File: config.mk
export PLATFORM = sky130hd
export DESIGN_NAME = mmio_divmod_unit
export DESIGN_NICKNAME = d
export VERILOG_FILES = /design/src/rtl/divmod_pkg.sv /design/src/rtl/divmod_core.sv /design/src/rtl/mmio_divmod_unit.sv
export SDC_FILE = /design/constraint.sdc
export NUM_CORES = 1
export LEC_CHECK = 0
export CAP_MARGIN = 20
export CORE_ASPECT_RATIO = 0.9
export CORE_MARGIN = 3
export CORE_UTILIZATION = 40
export DETAILED_ROUTE_END_ITERATION = 12
export GPL_TIMING_DRIVEN = 1
export SLEW_MARGIN = 20
export SYNTH_ARGS = -nofsm -noshare
export SYNTH_HDL_FRONTEND = slang
export SYNTH_SLANG_ARGS = --single-unit
File: constraint.sdc
create_clock -name CLK -period 6.2 [get_ports CLK]
set_input_delay 1.86 -clock CLK [delete_from_list [all_inputs] [get_ports CLK]]
set_output_delay 1.86 -clock CLK [all_outputs]
set_load 0.1 [all_outputs]
File: src/rtl/divmod_pkg.sv
// divmod_pkg: register map, status bit positions and FSM state codes for mmio_divmod_unit.
// Optional signed mode is selected by defining DIVMOD_SIGNED_EN.
`default_nettype none

package divmod_pkg;

  localparam int ADDR_X      = 0;
  localparam int ADDR_Y      = 1;
  localparam int ADDR_REM    = 2;
  localparam int ADDR_QUO    = 3;
  localparam int ADDR_STATUS = 4;

  localparam int STAT_BUSY = 0;
  localparam int STAT_DONE = 1;
  localparam int STAT_DBZ  = 2;

  typedef logic [1:0] state_t;
  localparam state_t IDLE = 2'd0;
  localparam state_t RUN  = 2'd1;
  localparam state_t FIN  = 2'd2;

endpackage

`default_nettype wire

File: src/rtl/divmod_core.sv
// divmod_core: iterative restoring divider with start/busy/done handshake and shadow result registers.
// Define DIVMOD_SIGNED_EN for two's-complement operands (truncating division).
`default_nettype none

module divmod_core
  import divmod_pkg::*;
#(
  parameter int WIDTH = 16
) (
  input  logic             clk,
  input  logic             rst,
  input  logic             start_i,
  input  logic [WIDTH-1:0] x_i,
  input  logic [WIDTH-1:0] y_i,
  output logic             busy_o,
  output logic             done_o,
  output logic             dbz_o,
  output logic [WIDTH-1:0] quo_o,
  output logic [WIDTH-1:0] rem_o
);

  localparam int CNT_W = $clog2(WIDTH + 1);

  state_t             state_q, state_d;
  logic [CNT_W-1:0]   cnt_q, cnt_d;
  logic [WIDTH:0]     prem_q, prem_d;
  logic [WIDTH-1:0]   quot_q, quot_d;
  logic [WIDTH-1:0]   dvs_q, dvs_d;
  logic               busy_q, busy_d;
  logic               done_q, done_d;
  logic               dbz_q, dbz_d;
  logic [WIDTH-1:0]   quo_q, quo_d;
  logic [WIDTH-1:0]   rem_q, rem_d;

  logic [WIDTH-1:0]   x_mag, y_mag, quo_fix, rem_fix;
  logic [WIDTH:0]     shifted;
  logic [WIDTH+1:0]   diff;

`ifdef DIVMOD_SIGNED_EN
  logic qneg_q, qneg_d;
  logic xneg_q, xneg_d;

  assign x_mag   = x_i[WIDTH-1] ? -x_i : x_i;
  assign y_mag   = y_i[WIDTH-1] ? -y_i : y_i;
  // Remainder takes the dividend's sign; quotient negates when signs differ.
  assign quo_fix = qneg_q ? -quot_q : quot_q;
  assign rem_fix = xneg_q ? -prem_q[WIDTH-1:0] : prem_q[WIDTH-1:0];
`else
  assign x_mag   = x_i;
  assign y_mag   = y_i;
  assign quo_fix = quot_q;
  assign rem_fix = prem_q[WIDTH-1:0];
`endif

  assign shifted = {prem_q[WIDTH-1:0], quot_q[WIDTH-1]};
  assign diff    = {1'b0, shifted} - {2'b00, dvs_q};

  always_comb begin
    state_d = state_q;
    cnt_d   = cnt_q;
    prem_d  = prem_q;
    quot_d  = quot_q;
    dvs_d   = dvs_q;
    busy_d  = busy_q;
    done_d  = done_q;
    dbz_d   = dbz_q;
    quo_d   = quo_q;
    rem_d   = rem_q;
`ifdef DIVMOD_SIGNED_EN
    qneg_d  = qneg_q;
    xneg_d  = xneg_q;
`endif
    case (state_q)
      IDLE: begin
        if (start_i) begin
          done_d = 1'b0;
          dbz_d  = 1'b0;
          busy_d = 1'b1;
          quot_d = x_mag;
          dvs_d  = y_mag;
          prem_d = '0;
`ifdef DIVMOD_SIGNED_EN
          qneg_d = x_i[WIDTH-1] ^ y_i[WIDTH-1];
          xneg_d = x_i[WIDTH-1];
`endif
          if (y_i == '0) begin
            // One extra FIN wait cycle keeps divide-by-zero BUSY at two cycles.
            prem_d  = {1'b0, x_i};
            cnt_d   = CNT_W'(1);
            state_d = FIN;
          end else begin
            cnt_d   = CNT_W'(WIDTH);
            state_d = RUN;
          end
        end
      end
      RUN: begin
        if (diff[WIDTH+1]) begin
          prem_d = shifted;
          quot_d = {quot_q[WIDTH-2:0], 1'b0};
        end else begin
          prem_d = diff[WIDTH:0];
          quot_d = {quot_q[WIDTH-2:0], 1'b1};
        end
        cnt_d = cnt_q - CNT_W'(1);
        if (cnt_q == CNT_W'(1)) state_d = FIN;
      end
      FIN: begin
        if (cnt_q != '0) begin
          cnt_d = cnt_q - CNT_W'(1);
        end else begin
          if (dvs_q == '0) begin
            quo_d = '1;
            rem_d = prem_q[WIDTH-1:0];
            dbz_d = 1'b1;
          end else begin
            quo_d = quo_fix;
            rem_d = rem_fix;
          end
          done_d  = 1'b1;
          busy_d  = 1'b0;
          state_d = IDLE;
        end
      end
      default: state_d = IDLE;
    endcase
  end

  always_ff @(posedge clk or posedge rst) begin
    if (rst) begin
      state_q <= IDLE;
      cnt_q   <= '0;
      prem_q  <= '0;
      quot_q  <= '0;
      dvs_q   <= '0;
      busy_q  <= 1'b0;
      done_q  <= 1'b0;
      dbz_q   <= 1'b0;
      quo_q   <= '0;
      rem_q   <= '0;
`ifdef DIVMOD_SIGNED_EN
      qneg_q  <= 1'b0;
      xneg_q  <= 1'b0;
`endif
    end else begin
      state_q <= state_d;
      cnt_q   <= cnt_d;
      prem_q  <= prem_d;
      quot_q  <= quot_d;
      dvs_q   <= dvs_d;
      busy_q  <= busy_d;
      done_q  <= done_d;
      dbz_q   <= dbz_d;
      quo_q   <= quo_d;
      rem_q   <= rem_d;
`ifdef DIVMOD_SIGNED_EN
      qneg_q  <= qneg_d;
      xneg_q  <= xneg_d;
`endif
    end
  end

  assign busy_o = busy_q;
  assign done_o = done_q;
  assign dbz_o  = dbz_q;
  assign quo_o  = quo_q;
  assign rem_o  = rem_q;

endmodule

`default_nettype wire

File: src/rtl/mmio_divmod_unit.sv
// mmio_divmod_unit: register-bus slave wrapping divmod_core (X/Y/REM/QUO/STATUS map, registered read data).
// Define DIVMOD_SIGNED_EN to build the signed variant.
`default_nettype none

module mmio_divmod_unit
  import divmod_pkg::*;
#(
  parameter int WIDTH  = 16,
  parameter int ADDR_W = 3
) (
  input  logic                 CLK,
  input  logic                 RST,
  input  logic                 E,
  input  logic                 W,
  input  logic                 R,
  input  logic [ADDR_W-1:0]    ADDR,
  input  logic [WIDTH-1:0]     D,
  output logic [2*WIDTH-1:0]   OUT,
  output logic                 BUSY,
  output logic                 DONE
);

  logic [WIDTH-1:0]   x_q, x_d;
  logic [WIDTH-1:0]   y_q, y_d;
  logic [2*WIDTH-1:0] out_q, out_d;
  logic               wr, rd, start;
  logic               busy, done, dbz;
  logic [WIDTH-1:0]   quo, rem;

  assign wr    = E & W;
  assign rd    = E & R;
  assign start = wr && (ADDR == ADDR_W'(ADDR_STATUS)) && D[0] && !busy;

  always_comb begin
    x_d   = x_q;
    y_d   = y_q;
    out_d = out_q;
    if (wr && !busy) begin
      if (ADDR == ADDR_W'(ADDR_X)) x_d = D;
      if (ADDR == ADDR_W'(ADDR_Y)) y_d = D;
    end
    // Read mux sees pre-edge register values, so a same-edge write is not visible.
    if (rd) begin
      out_d = '0;
      case (ADDR)
        ADDR_W'(ADDR_X):      out_d[WIDTH-1:0] = x_q;
        ADDR_W'(ADDR_Y):      out_d[WIDTH-1:0] = y_q;
        ADDR_W'(ADDR_REM):    out_d[WIDTH-1:0] = rem;
        ADDR_W'(ADDR_QUO):    out_d[WIDTH-1:0] = quo;
        ADDR_W'(ADDR_STATUS): begin
          out_d[STAT_BUSY] = busy;
          out_d[STAT_DONE] = done;
          out_d[STAT_DBZ]  = dbz;
        end
        default:              out_d = '0;
      endcase
    end
  end

  always_ff @(posedge CLK or posedge RST) begin
    if (RST) begin
      x_q   <= '0;
      y_q   <= '0;
      out_q <= '0;
    end else begin
      x_q   <= x_d;
      y_q   <= y_d;
      out_q <= out_d;
    end
  end

  divmod_core #(
    .WIDTH(WIDTH)
  ) u_core (
    .clk     (CLK),
    .rst     (RST),
    .start_i (start),
    .x_i     (x_q),
    .y_i     (y_q),
    .busy_o  (busy),
    .done_o  (done),
    .dbz_o   (dbz),
    .quo_o   (quo),
    .rem_o   (rem)
  );

  assign OUT  = out_q;
  assign BUSY = busy;
  assign DONE = done;

endmodule

`default_nettype wire

==> results of run 1 <==
-- registers in the layout, summed over array words and instances, names as in the netlist, 2 cells and up --
register,count
x_q,16
u_core.state_q,2
u_core.rem_o,16
u_core.quo_o,16
u_core.cnt_q,5
u_core.quo_fix,16
u_core.prem_q,16
y_q,16
u_core.dvs_q,16
OUT,16
-- cells by family after synthesis --
logic type,Yosys count,share of synthesized area (%)
AND/OR/NAND/NOR,177,11.1
AO/OA/AOI/OAI,169,15.6
flip-flops,138,47.1
multiplexers,91,15.6
buffers and inverters,78,5.26
adder cells (fa/ha/maj),24,4.20
XOR/XNOR,9,1.08
other,1,0.0512
-- layer usage --
metal  vias up  wire length (um)
met1      2890              9090
met4         0               255
met2       162              9550
met5         -                 0
met3        21              1040
li1       2529                 -
-- cell type report --
cell class	count	area, um^2
multi-input cells	486	3560
fillers	1643	9300
well taps	240	300
inverters	27	106
flip-flops and latches	138	3450
clock inverters	13	151
repair buffers	48	463
clock buffers	19	443
-- critical path: stages --
cell	delay (ns)
clkdlybuf4s50_1	0.84
buf_4	0.34
nor2b_1	0.25
nand3b_1	0.73
mux2_2	0.56
-- power breakdown --
group          leakage [uW]  total [uW]  internal [uW]  switching (uW)
clock              0.000288        1020            639             384
combinational       0.00168        1960            757            1200
sequential          0.00172        1470           1180             296
-- worst paths after layout --
kind / endpoint / slack, ns / start
worst min-delay path: u_core.rem_o[12] / 0.48 / u_core.rem_o[12]
min in group asynchronous: u_core.cnt_q[1] / 2.01 / RST
max in group asynchronous: u_core.rem_o[1] / 3.15 / RST
worst min register to register: u_core.rem_o[12] / 0.48 / u_core.rem_o[12]
worst max-delay path: y_q[10] / 1.90 / ADDR[0]
worst max register to register: u_core.prem_q[14] / 3.17 / u_core.prem_q[12]
-- through the flow --
stage / total power, uW / instances / utilization (%) / hold WS, ns
4_1_cts: 4460 / 971 / 47.7 / 0.480
6_report: 4460 / 971 / 47.7 / 0.482
3_3_place_gp: 3370 / 939 / 44.3 / 0.457
5_1_grt: 4720 / 971 / 47.7 / 0.508
3_5_place_dp: 3420 / 939 / 44.3 / 0.461
2_1_floorplan: 2900 / 702 / - / 0.440
-- cell usage in the layout, fill, tap and decap left out, types with 15 or more instances in the layout --
cell             instances
dfrtp_1                138
nand2_1                 96
mux2_2                  51
o21ai_0                 48
clkdlybuf4s50_1         41
mux2i_1                 26
a21oi_1                 26
inv_1                   26
nor2_1                  25
ha_1                    23
o22a_1                  18
clkbuf_16               17
conb_1                  16
a22o_1                  15
==> impl_metrics.csv, run 1 <==
group,metric,value,unit
synthesis,syn_inst,687,
worst_hold_path,hold_depth,2,
timing,tightest_slew,1.10,ns
clock_tree,h-tree-depth,4,
synthesis,syn_area,0.00733,mm^2
cells_and_area,design_area,0.00848,mm^2
synthesis,yosys.area.top_type,"dfrtp_1",
drt,remaining_drc_errors,0,
timing,fmax,233,MHz
drt,dr_total_vias,5602,
cells_and_area,n_antenna_cell,0,
synthesis,yosys_warnings,0,
drt,viasPerCell,5.77,
cells_and_area,syn2layout_area_growth,15.8,%
clock_tree,cts.path.max_buffers,2,
global_route,use_met1,29.3,%
synthesis,synth_commonest_cells,"138 x dfrtp_1, 96 x nand2_1, 51 x mux2_2",
clock_tree,clock_latency,0.41,ns
drt,antenna_left,0,
clock_tree,cts_setup_buffers,0,
synthesis,synth-seq-cells,138,
timing,rsz0062_at_grt,"false",
global_route,busiest_layer,"met2",
cells_and_area,drive_gt1_share,15.9,%
floorplanning,start_util,41.2,%
global_route,grt_use_met3,3.78,%
synthesis,ys_seq_area_share,47.1,%
timing,finalMaxSlewViolations,0,
timing,worst_slack,1.90,ns
setup_path,cp.required,6.49,ns
placement,placed_area,0.00788,mm^2
clock_tree,root_buffer,"clkbuf_16",
synthesis,yosys-top-cells-area,"dfrtp_1 47%, mux2_2 7.8%, nand2_1 4.9%",
clock_tree,clkTransAtPathRegs,0.06,ns
floorplanning,fp.dieArea,0.0200,mm^2
clock_tree,cts_hold_buf,0,
cells_and_area,fin_nets,766,
global_route,grt_pass1_vias,5554,
global_route,grt_pass1_wl,31300,um
synthesis,synth_cell_types,65,
placement,pre_cts_slack,1.42,ns
placement,routabilityCongestion,0.837,
floorplanning,core,0.0178,mm^2
setup_path,rr_worst_depth,7,
pwr,vdd_drop_max,0.257,mV
synthesis,synth_edf_count,0,
drt,wl,19900,um
timing,fin_setup_tns,0,ns
pwr,power.density,525,mW/mm^2
setup_path,crit_fanout,16,
timing,fin_crit_sh,69.3,%
global_route,antenna_found_initial,0,
drt,drt_iter0_drc,618,
global_route,grt_overflow_total,0,
setup_path,startpoint_type,"input pin",
placement,port_buffers,41,
global_route,grtUsageTotal,20.1,%
job,cap_violations,0,
timing,skew,0.00902,ns
clock_tree,cts_buffers,17,
placement,dpl.hpwl,14400,um
floorplanning,io_pins,58,
timing,slew_headroom,26.4,%
synthesis,yosysMostFrequentCell,"dfrtp_1",
timing,finalSetupViolations,0,
pwr,leakagePower,0.00369,uW
synthesis,synth_top_area_share,47.1,%
floorplanning,die_w,149,um
clock_tree,tritoncts,"built",
timing,finalCriticalPeriod,4.30,ns
synthesis,syn_avg_cell_area,10.7,um^2
clock_tree,clock-sinks,138,
setup_path,critical_path_arrival,4.59,ns
setup_path,crit_type,"input pin to flip-flop",
worst_hold_path,min_path_type,"flip-flop to flip-flop",
floorplanning,placementRows,46,
clock_tree,ctsResizeCount,0,
drt,drt-pass1-iter-count,5,
global_route,grt_max_degree,109,
setup_path,worstSetupEndpointType,"flip-flop",
global_route,use_met2,31.3,%
synthesis,async_flop_share,100,%
status,status,"completed",
floorplanning,dieHeight,134,um
drt,post_drt_wl_per_cell,20.5,um
synthesis,synthFlopType,"dfrtp_1",
timing,hold_viol,0,
(Power assumes the default switching activity.)
==> inputs of run 2 (changes only) <==
clock period = 4.1 ns   (was 6.2 ns; I/O delays follow)
==> impl_metrics.csv, run 2 (synthesis gave the netlist of run 1 again) <==
group,metric,value,unit
status,status,"completed",
pwr,power.total,6810,uW
floorplanning,fp.dieArea,0.0200,mm^2
timing,finalSetupViolations,0,
global_route,grt_overflow_total,0,
pwr,power_frac_seq,32.9,%
cells_and_area,fin_nets,777,
timing,finalMaxSlewViolations,0,
setup_path,worst-path-buf-inv,1,
clock_tree,cts_setup_buffers,0,
global_route,grtUsageTotal,20.9,%
clock_tree,clkTransAtPathRegs,0.06,ns
drt,drt_iter0_drc,663,
timing,fmax,304,MHz
clock_tree,clock_latency,0.42,ns
drt,post_drt_wl_per_cell,20.7,um
placement,dpl.hpwl,15100,um
timing,hold_viol,0,
pwr,p_sw_share,42.8,%
drt,antenna_left,0,
setup_path,crit_type,"flip-flop to primary output",
drt,viasPerCell,5.78,
worst_hold_path,hp-start,"u_core.rem_o[9]",
setup_path,crit_chain,"clkdlybuf4s50_1",
setup_path,crit_family,"buffers and inverters",
timing,fin_crit_sh,80.4,%
pwr,power.density,794,mW/mm^2
timing,skew,0.00915,ns
drt,drt-pass1-iter-count,6,
pwr,p_comb_share,44.2,%
setup_path,cp-startpoint,"u_core.busy_o",
timing,slew_headroom,31.0,%
worst_hold_path,min_path_type,"flip-flop to flip-flop",
timing,tightest_slew,1.03,ns
clock_tree,cts_hold_buf,0,
global_route,grt_pass1_vias,5622,
cells_and_area,n_antenna_cell,0,
clock_tree,cts.path.max_buffers,2,
floorplanning,io_pins,58,
global_route,grt_max_degree,50,
cells_and_area,fin_util,48.2,%
floorplanning,start_util,41.2,%
timing,rsz0062_at_grt,"false",
setup_path,worstSetupEndpointType,"primary output",
cells_and_area,mostFrequentLayoutCell,"dfrtp_1",
setup_path,slowest_delay,1.19,ns
cells_and_area,nFillCells,1615,
job,cap_violations,0,
setup_path,startpoint_type,"flip-flop",
clock_tree,h-tree-depth,4,
drt,wl,20300,um
clock_tree,tritoncts,"built",
floorplanning,die_w,149,um
clock_tree,cts_buffers,17,
floorplanning,placementRows,46,
timing,finalCriticalPeriod,3.29,ns
pwr,p_clk_share,22.9,%
clock_tree,ctsResizeCount,0,
pwr,vdd_drop_max,0.371,mV
cells_and_area,drive_gt1_share,17.0,%
drt,remaining_drc_errors,0,
placement,routabilityCongestion,0.877,
floorplanning,core,0.0178,mm^2
clock_tree,root_buffer,"clkbuf_16",
pwr,switchingPower,2910,uW
setup_path,crit_fanout,5,
drt,dr_total_vias,5675,
placement,port_buffers,41,
pwr,leakagePower,0.00373,uW
pwr,internal_power,3900,uW
setup_path,cp.required,2.87,ns
floorplanning,dieHeight,134,um
cells_and_area,final_cell_mix,"138 x dfrtp_1, 96 x nand2_1, 51 x mux2_2",
global_route,grt_pass1_wl,32200,um
setup_path,critical_path_arrival,2.06,ns
timing,fin_setup_tns,0,ns
setup_path,worstReg2RegStart,"u_core.prem_q[8]",
setup_path,crit_slowest_cell,"clkdlybuf4s50_1",
cells_and_area,syn2layout_area_growth,17.0,%
global_route,antenna_found_initial,0,
clock_tree,clock-sinks,138,
[run 2: area by class of cell]
class,instances,area [um^2],area share [%]
tap,240,300,3.50
clock inverter,14,170,1.98
multi-input combinational,486,3560,41.5
sequential,138,3450,40.3
timing repair buffer,59,558,6.51
clock buffer,18,429,5.01
inverter,27,105,1.23
[run 2: stage by stage]
stage	hold WS (ns)	std cells	setup slack [ns]	cell area, um^2
CTS	0.477	982	0.786	8570
detailed placement	0.462	950	0.759	7980
floorplan	0.440	702	1.15	7390
global route	0.504	982	0.741	8570
global placement	0.460	950	0.781	7980
finish	0.473	982	0.806	8570
[run 2: worst paths after layout]
check / endpoint / slack [ns] / cells after the start
setup / recovery: BUSY / 0.81 / 1
hold / removal: u_core.rem_o[9] / 0.47 / 2
setup reg to reg: u_core.prem_q[8] / 1.07 / 7
hold reg to reg: u_core.rem_o[9] / 0.47 / 2
max in group asynchronous: u_core.quo_fix[1] / 2.22 / 3
min in group asynchronous: u_core.dvs_q[14] / 1.16 / 2
[run 2: power groups by stage]
| stage | logic (uW) | registers [uW] | clock network (uW) |
|---|---|---|---|
| 3_5_place_dp | 2980 | 2240 | 0 |
| 4_1_cts | 3000 | 2230 | 1580 |
| 5_1_grt | 3310 | 2280 | 1640 |
| 2_1_floorplan | 2090 | 2300 | 0 |
| 3_3_place_gp | 2920 | 2240 | 0 |
| 6_report | 3010 | 2240 | 1560 |
[run 2: routing by layer]
layer  up-vias  track usage [%]  wire length (um)
met5         -                0                 0
met1      2879             30.0              9260
li1       2567                -                 -
met3        32             3.24              1110
met4         0             6.36               370
met2       197             32.9              9590
==> edit 1 (config.mk and constraints of run 2) <==
Make the reset (`RST` and `rst`) synchronous in 2 clocked blocks.
--- a/src/rtl/divmod_core.sv
+++ b/src/rtl/divmod_core.sv
@@ -127,5 +127,5 @@
   end
 
-  always_ff @(posedge clk or posedge rst) begin
+  always_ff @(posedge clk) begin
     if (rst) begin
       state_q <= IDLE;
--- a/src/rtl/mmio_divmod_unit.sv
+++ b/src/rtl/mmio_divmod_unit.sv
@@ -58,5 +58,5 @@
   end
 
-  always_ff @(posedge CLK or posedge RST) begin
+  always_ff @(posedge CLK) begin
     if (RST) begin
       x_q   <= '0;
Formal check against the unedited RTL: differs if RST is asserted again (counterexample within 4 cycles, from zero or initial values and one cycle with RST high); with RST held inactive, the same outputs for 4 cycles.
==> edit 1 against run 2 <==
Sequential share of layout area down 6.5 points; critical path type is now in -> reg; setup slack improved by 34 ps; synthesized area is 3.2% lower; wire length shrank 1.3%; die area is 3.1% lower; sequential cell count unchanged; clock skew rose by 0.72 ps; final area shrank 4.5%; critical endpoint is now u_core.prem_q[13]$_SDFFE_PP0P_.
Power is not compared: it rests on default switching activity, and its combinational part moved more than twofold at a synthesized area within 25%.
==> edit 1: results (changes against run 2) <==
first-pass iteration count of the detailed router -> 5 (-1)
M1 GR Usage -> 28.6% (-1.4 points)
Main synth FF type -> dfxtp_1
mux contribution to synthesized area -> 9.50% (-6.1 points)
routed vias -> 6211 (+9.4%)
Netlist cell types -> 66 (+1.5%)
Crit Path Max Fanout -> 16 (+11)
post-detail-place hpwl -> 14000 um (-7.1%)
CTS Root Cell -> clkbuf_16
Net count, final -> 908 (+17%)
DP Area -> 7590 um^2 (-4.8%)
WHS -> 454 ps (-19.3 ps)
largest net degree at the start of global routing -> 54 (+8.0%)
Worst Hold Path Cells -> 2 (unchanged)
status -> finished, final reports clean
ranking of synthesized cells by area -> dfxtp_1 39%, nand2_1 7.0%, a21oi_1 6.8%, mux2i_1 5.4%, nor2_1 5.1%
global-route wire length before repair -> 31600 um (-2.0%)
GR Util All Layers -> 20.3% (-0.63 points)
Post-Synth Adder-Cell Area -> 4.34% (+0.14 points)
setup repair bufs after CTS -> 0 (unchanged)
R2R cell count -> 8 (+1)
Clock Latency Late Sink -> 420 ps (about the same)
IO Port Bufs -> 41 (unchanged)
flop2flop setup slack -> 1050 ps (-20 ps)
Synth async-reset ratio -> 0% (-100 points)
WL final -> 20100 um (-1.3%)
vias in the first global route -> 5748 (+2.2%)
post-synthesis compound-gate area fraction -> 21.0% (+5.4 points)
initial antenna violation count -> 0 (unchanged)
post_cts resized -> 0 (unchanged)
GR Util met3 -> 4.19% (+0.95 points)
Clock transition at path regs -> 60 ps (about the same)
Hold Path Class -> reg -> reg
FILL cells -> 1694 (+4.9%)
Synth Area in XOR/XNOR -> 0.989% (-0.087 points)
global routing usage on met2 -> 32.2% (-0.75 points)
Placer Congestion -> 0.869 (-0.86%)
leading cell types by count after synthesis -> 138 x dfxtp_1, 133 x nand2_1, 97 x a21oi_1
worst IR drop on VDD -> 0.293 mV
crit path DAT -> 3550 ps (+1490 ps)
yosys warns -> 0 (unchanged)
Slew @ Worst Pin -> 996 ps (-36.5 ps)
Seq/Total Area, Yosys -> 39.0% (-8.2 points)
initial DRC count -> 527 (-21%)
layout cell share with drive strength beyond 1 -> 8.71% (-8.3 points)
maximum buffer depth of the clock tree -> 2 (unchanged)
CTS Buf Count -> 17 (unchanged)
Final Skew -> 9.87 ps (+0.719 ps)
P_leak -> 2.95 nW
edit 1: worst max-delay path, stage by stage:
cell and delay [ps]:
clkdlybuf4s50_1 410, or2_1 270, or3_1 650, and2_1 450, a21oi_1 230, nor3b_1 220, a211oi_1 70
edit 1: cell families after synthesis:
kind of cell	after synthesis
compound gates	226
buf+inv	98
other cells	1
simple gates	300
xor+xnor	8
mux	51
fa+ha+maj	24
flops	138
edit 1: area by class of cell:
type / instances / area share, %
clock buffer: 17 / 5.19
clock inverter: 15 / 2.17
inverter: 24 / 1.10
multi-input combinational: 625 / 47.9
sequential: 138 / 33.7
tap: 235 / 3.59
timing repair buffer: 54 / 6.32
edit 1: final timing paths:
path / end / startpoint
worst max-delay path: u_core.prem_q[13]$_SDFFE_PP0P_ / ADDR[1]
worst min-delay path: u_core.rem_o[6]$_SDFFE_PP0P_ / u_core.rem_o[6]$_SDFFE_PP0P_
worst max register to register: u_core.prem_q[14]$_SDFFE_PP0P_ / u_core.dvs_q[8]$_SDFFE_PP0P_
worst min register to register: u_core.rem_o[6]$_SDFFE_PP0P_ / u_core.rem_o[6]$_SDFFE_PP0P_
edit 1: stage by stage:
| step | util, % | power, mW | setup WS (ps) | cells |
|---|---|---|---|---|
| detailed placement | 44.3 | 2.65 | 455 | 1076 |
| CTS | 47.9 | 4.23 | 861 | 1108 |
| floorplan | - | 2.43 | 1270 | 861 |
| global placement | 44.3 | 2.64 | 506 | 1076 |
| finish | 47.9 | 4.22 | 840 | 1108 |
| global route | 47.9 | 4.42 | 717 | 1108 |
edit 1: report_power, final:
part,internal [mW],switching [mW]
Clock,0.923,0.662
Combinational,0.382,0.706
Sequential,1.46,0.0829
Total,2.77,1.45
edit 1: routing by layer:
| metal | vias up | share of wire (%) |
|---|---|---|
| met5 | - | 0 |
| met4 | 0 | 1.1 |
| met3 | 25 | 6.2 |
| met2 | 197 | 47 |
| met1 | 2980 | 46 |
| li1 | 3009 | - |
==> edit 2 (settings of run 2) <==
Without the edit above. Change the parameter `ADDR_W` from 3 to 2.
--- a/src/rtl/mmio_divmod_unit.sv
+++ b/src/rtl/mmio_divmod_unit.sv
@@ -7,5 +7,5 @@
 #(
   parameter int WIDTH  = 16,
-  parameter int ADDR_W = 3
+  parameter int ADDR_W = 2
 ) (
   input  logic                 CLK,
Interface: changed (resized ADDR); port bits go from 58 to 57. No check against the original RTL was run, so the function may have changed too.
==> edit 2 against run 2 <==
Final area down 2.3%; non-clock buffer count shrank 9; wire length decreased by 9.2%; setup slack better by 130 ps; sequential share of layout area rose by 0.64 points; hold slack gained 3.0 ps; synthesized area shrank 2.2%; sequential cell count down 1; cell count decreased by 4.6%; die area down 2.1%; critical path type unchanged; highest routed layer unchanged.
Power is left out: the tool's default activity adds up to more than one toggle a clock period on the data nets, which glitch-free logic cannot reach.
==> edit 2: results (changes against run 2) <==
post-detail-place hpwl -> 13200 um (-13%)
first-pass iteration count of the detailed router -> 5 (-1)
Seq/Total Area, Yosys -> 47.9% (+0.71 points)
ANT cells -> 0 (unchanged)
R2R cell count -> 11 (+4)
crit path DAT -> 1940 ps (-120 ps)
DP Area -> 7740 um^2 (-2.9%)
Clock Latency Late Sink -> 420 ps (about the same)
Slew headroom -> 33.3% (+2.3 points)
post_cts resized -> 0 (unchanged)
GR Util All Layers -> 19.4% (-1.5 points)
IO Port Bufs -> 40 (-2.4%)
Crit. Startpoint -> u_core.done_o$_DFFE_PP0P_
global-route wire length before repair -> 29500 um (-8.3%)
Final Skew -> 7.86 ps (-1.29 ps)
worst setup path endpoint -> DONE
Worst Hold Path Cells -> 2 (unchanged)
Clock transition at path regs -> 60 ps (about the same)
Hold Path Class -> reg -> reg
flop2flop setup slack -> 1140 ps (+70 ps)
pre-CTS WS -> 582 ps (-177 ps)
WHS -> 476 ps (+3.04 ps)
largest net degree at the start of global routing -> 58 (+16%)
ranking of synthesized cells by area -> dfrtp_1 48%, mux2_2 10%, mux4_2 5.0%, nand2_1 4.6%, ha_1 4.0%
Placed Cells -> 905 (-4.7%)
layout cell share with drive strength beyond 1 -> 18.5% (+1.5 points)
Placer Congestion -> 0.925 (+5.5%)
Net count, final -> 736 (-5.3%)
RR Endpoint -> u_core.prem_q[14]$_DFFE_PP0P_
FILL cells -> 1552 (-3.9%)
status -> finished, final reports clean
worst hold path endpoint -> u_core.rem_o[6]$_DFFE_PP0P_
hold_sp -> u_core.rem_o[6]$_DFFE_PP0P_
CTS H-tree lvls -> 4 (unchanged)
Largest delay share family, worst path -> buffers and inverters
Netlist cell types -> 57 (-12%)
routed vias -> 5265 (-7.2%)
initial DRC count -> 325 (-51%)
leading cell types by count after synthesis -> 137 x dfrtp_1, 88 x nand2_1, 64 x mux2_2
Crit path largest cell delay -> 1150 ps (-40 ps)
Antenna Nets Post-Route -> 0 (unchanged)
fmax -> 0.316 GHz (+4.0%)
Finished Layout Cells -> 937 (-4.6%)
WL final -> 18500 um (-9.2%)
initial antenna violation count -> 0 (unchanged)
Crit Reg-Reg Startpoint -> u_core.quo_fix[15]$_DFFE_PP0P_
CTS Root Cell -> clkbuf_16
Crit Path Max Fanout -> 3 (-2)
Cells after Synth -> 652 (-5.1%)
==> edit 2: logic make-up (layout without fill, tap and decap cells) <==
| logic type | after synthesis | after routing | share of synthesized area (%) |
|---|---|---|---|
| simple gates | 160 | 160 | 10.4 |
| compound gates | 143 | 143 | 12.9 |
| flops | 137 | 137 | 47.9 |
| mux | 100 | 100 | 17.9 |
| buf+inv | 77 | 112 | 5.36 |
| fa+ha+maj | 24 | 24 | 4.30 |
| xor+xnor | 10 | 10 | 1.22 |
| other cells | 1 | 16 | 0.0523 |
==> edit 2: area by class of cell <==
cell class / count / area (um^2) / area share [%]
clock buffers: 23 / 498 / 5.94
clock inverters: 9 / 136 / 1.63
inverters: 30 / 116 / 1.39
multi-input cells: 453 / 3410 / 40.7
flip-flops and latches: 137 / 3430 / 40.9
well taps: 235 / 294 / 3.51
repair buffers: 50 / 498 / 5.94
==> edit 2: metal layers <==
layer	global-route usage (%)	share of wire, %
met1	25.4	44
met2	32.1	49
met3	5.41	5.5
met4	4.87	1.3
met5	0	0
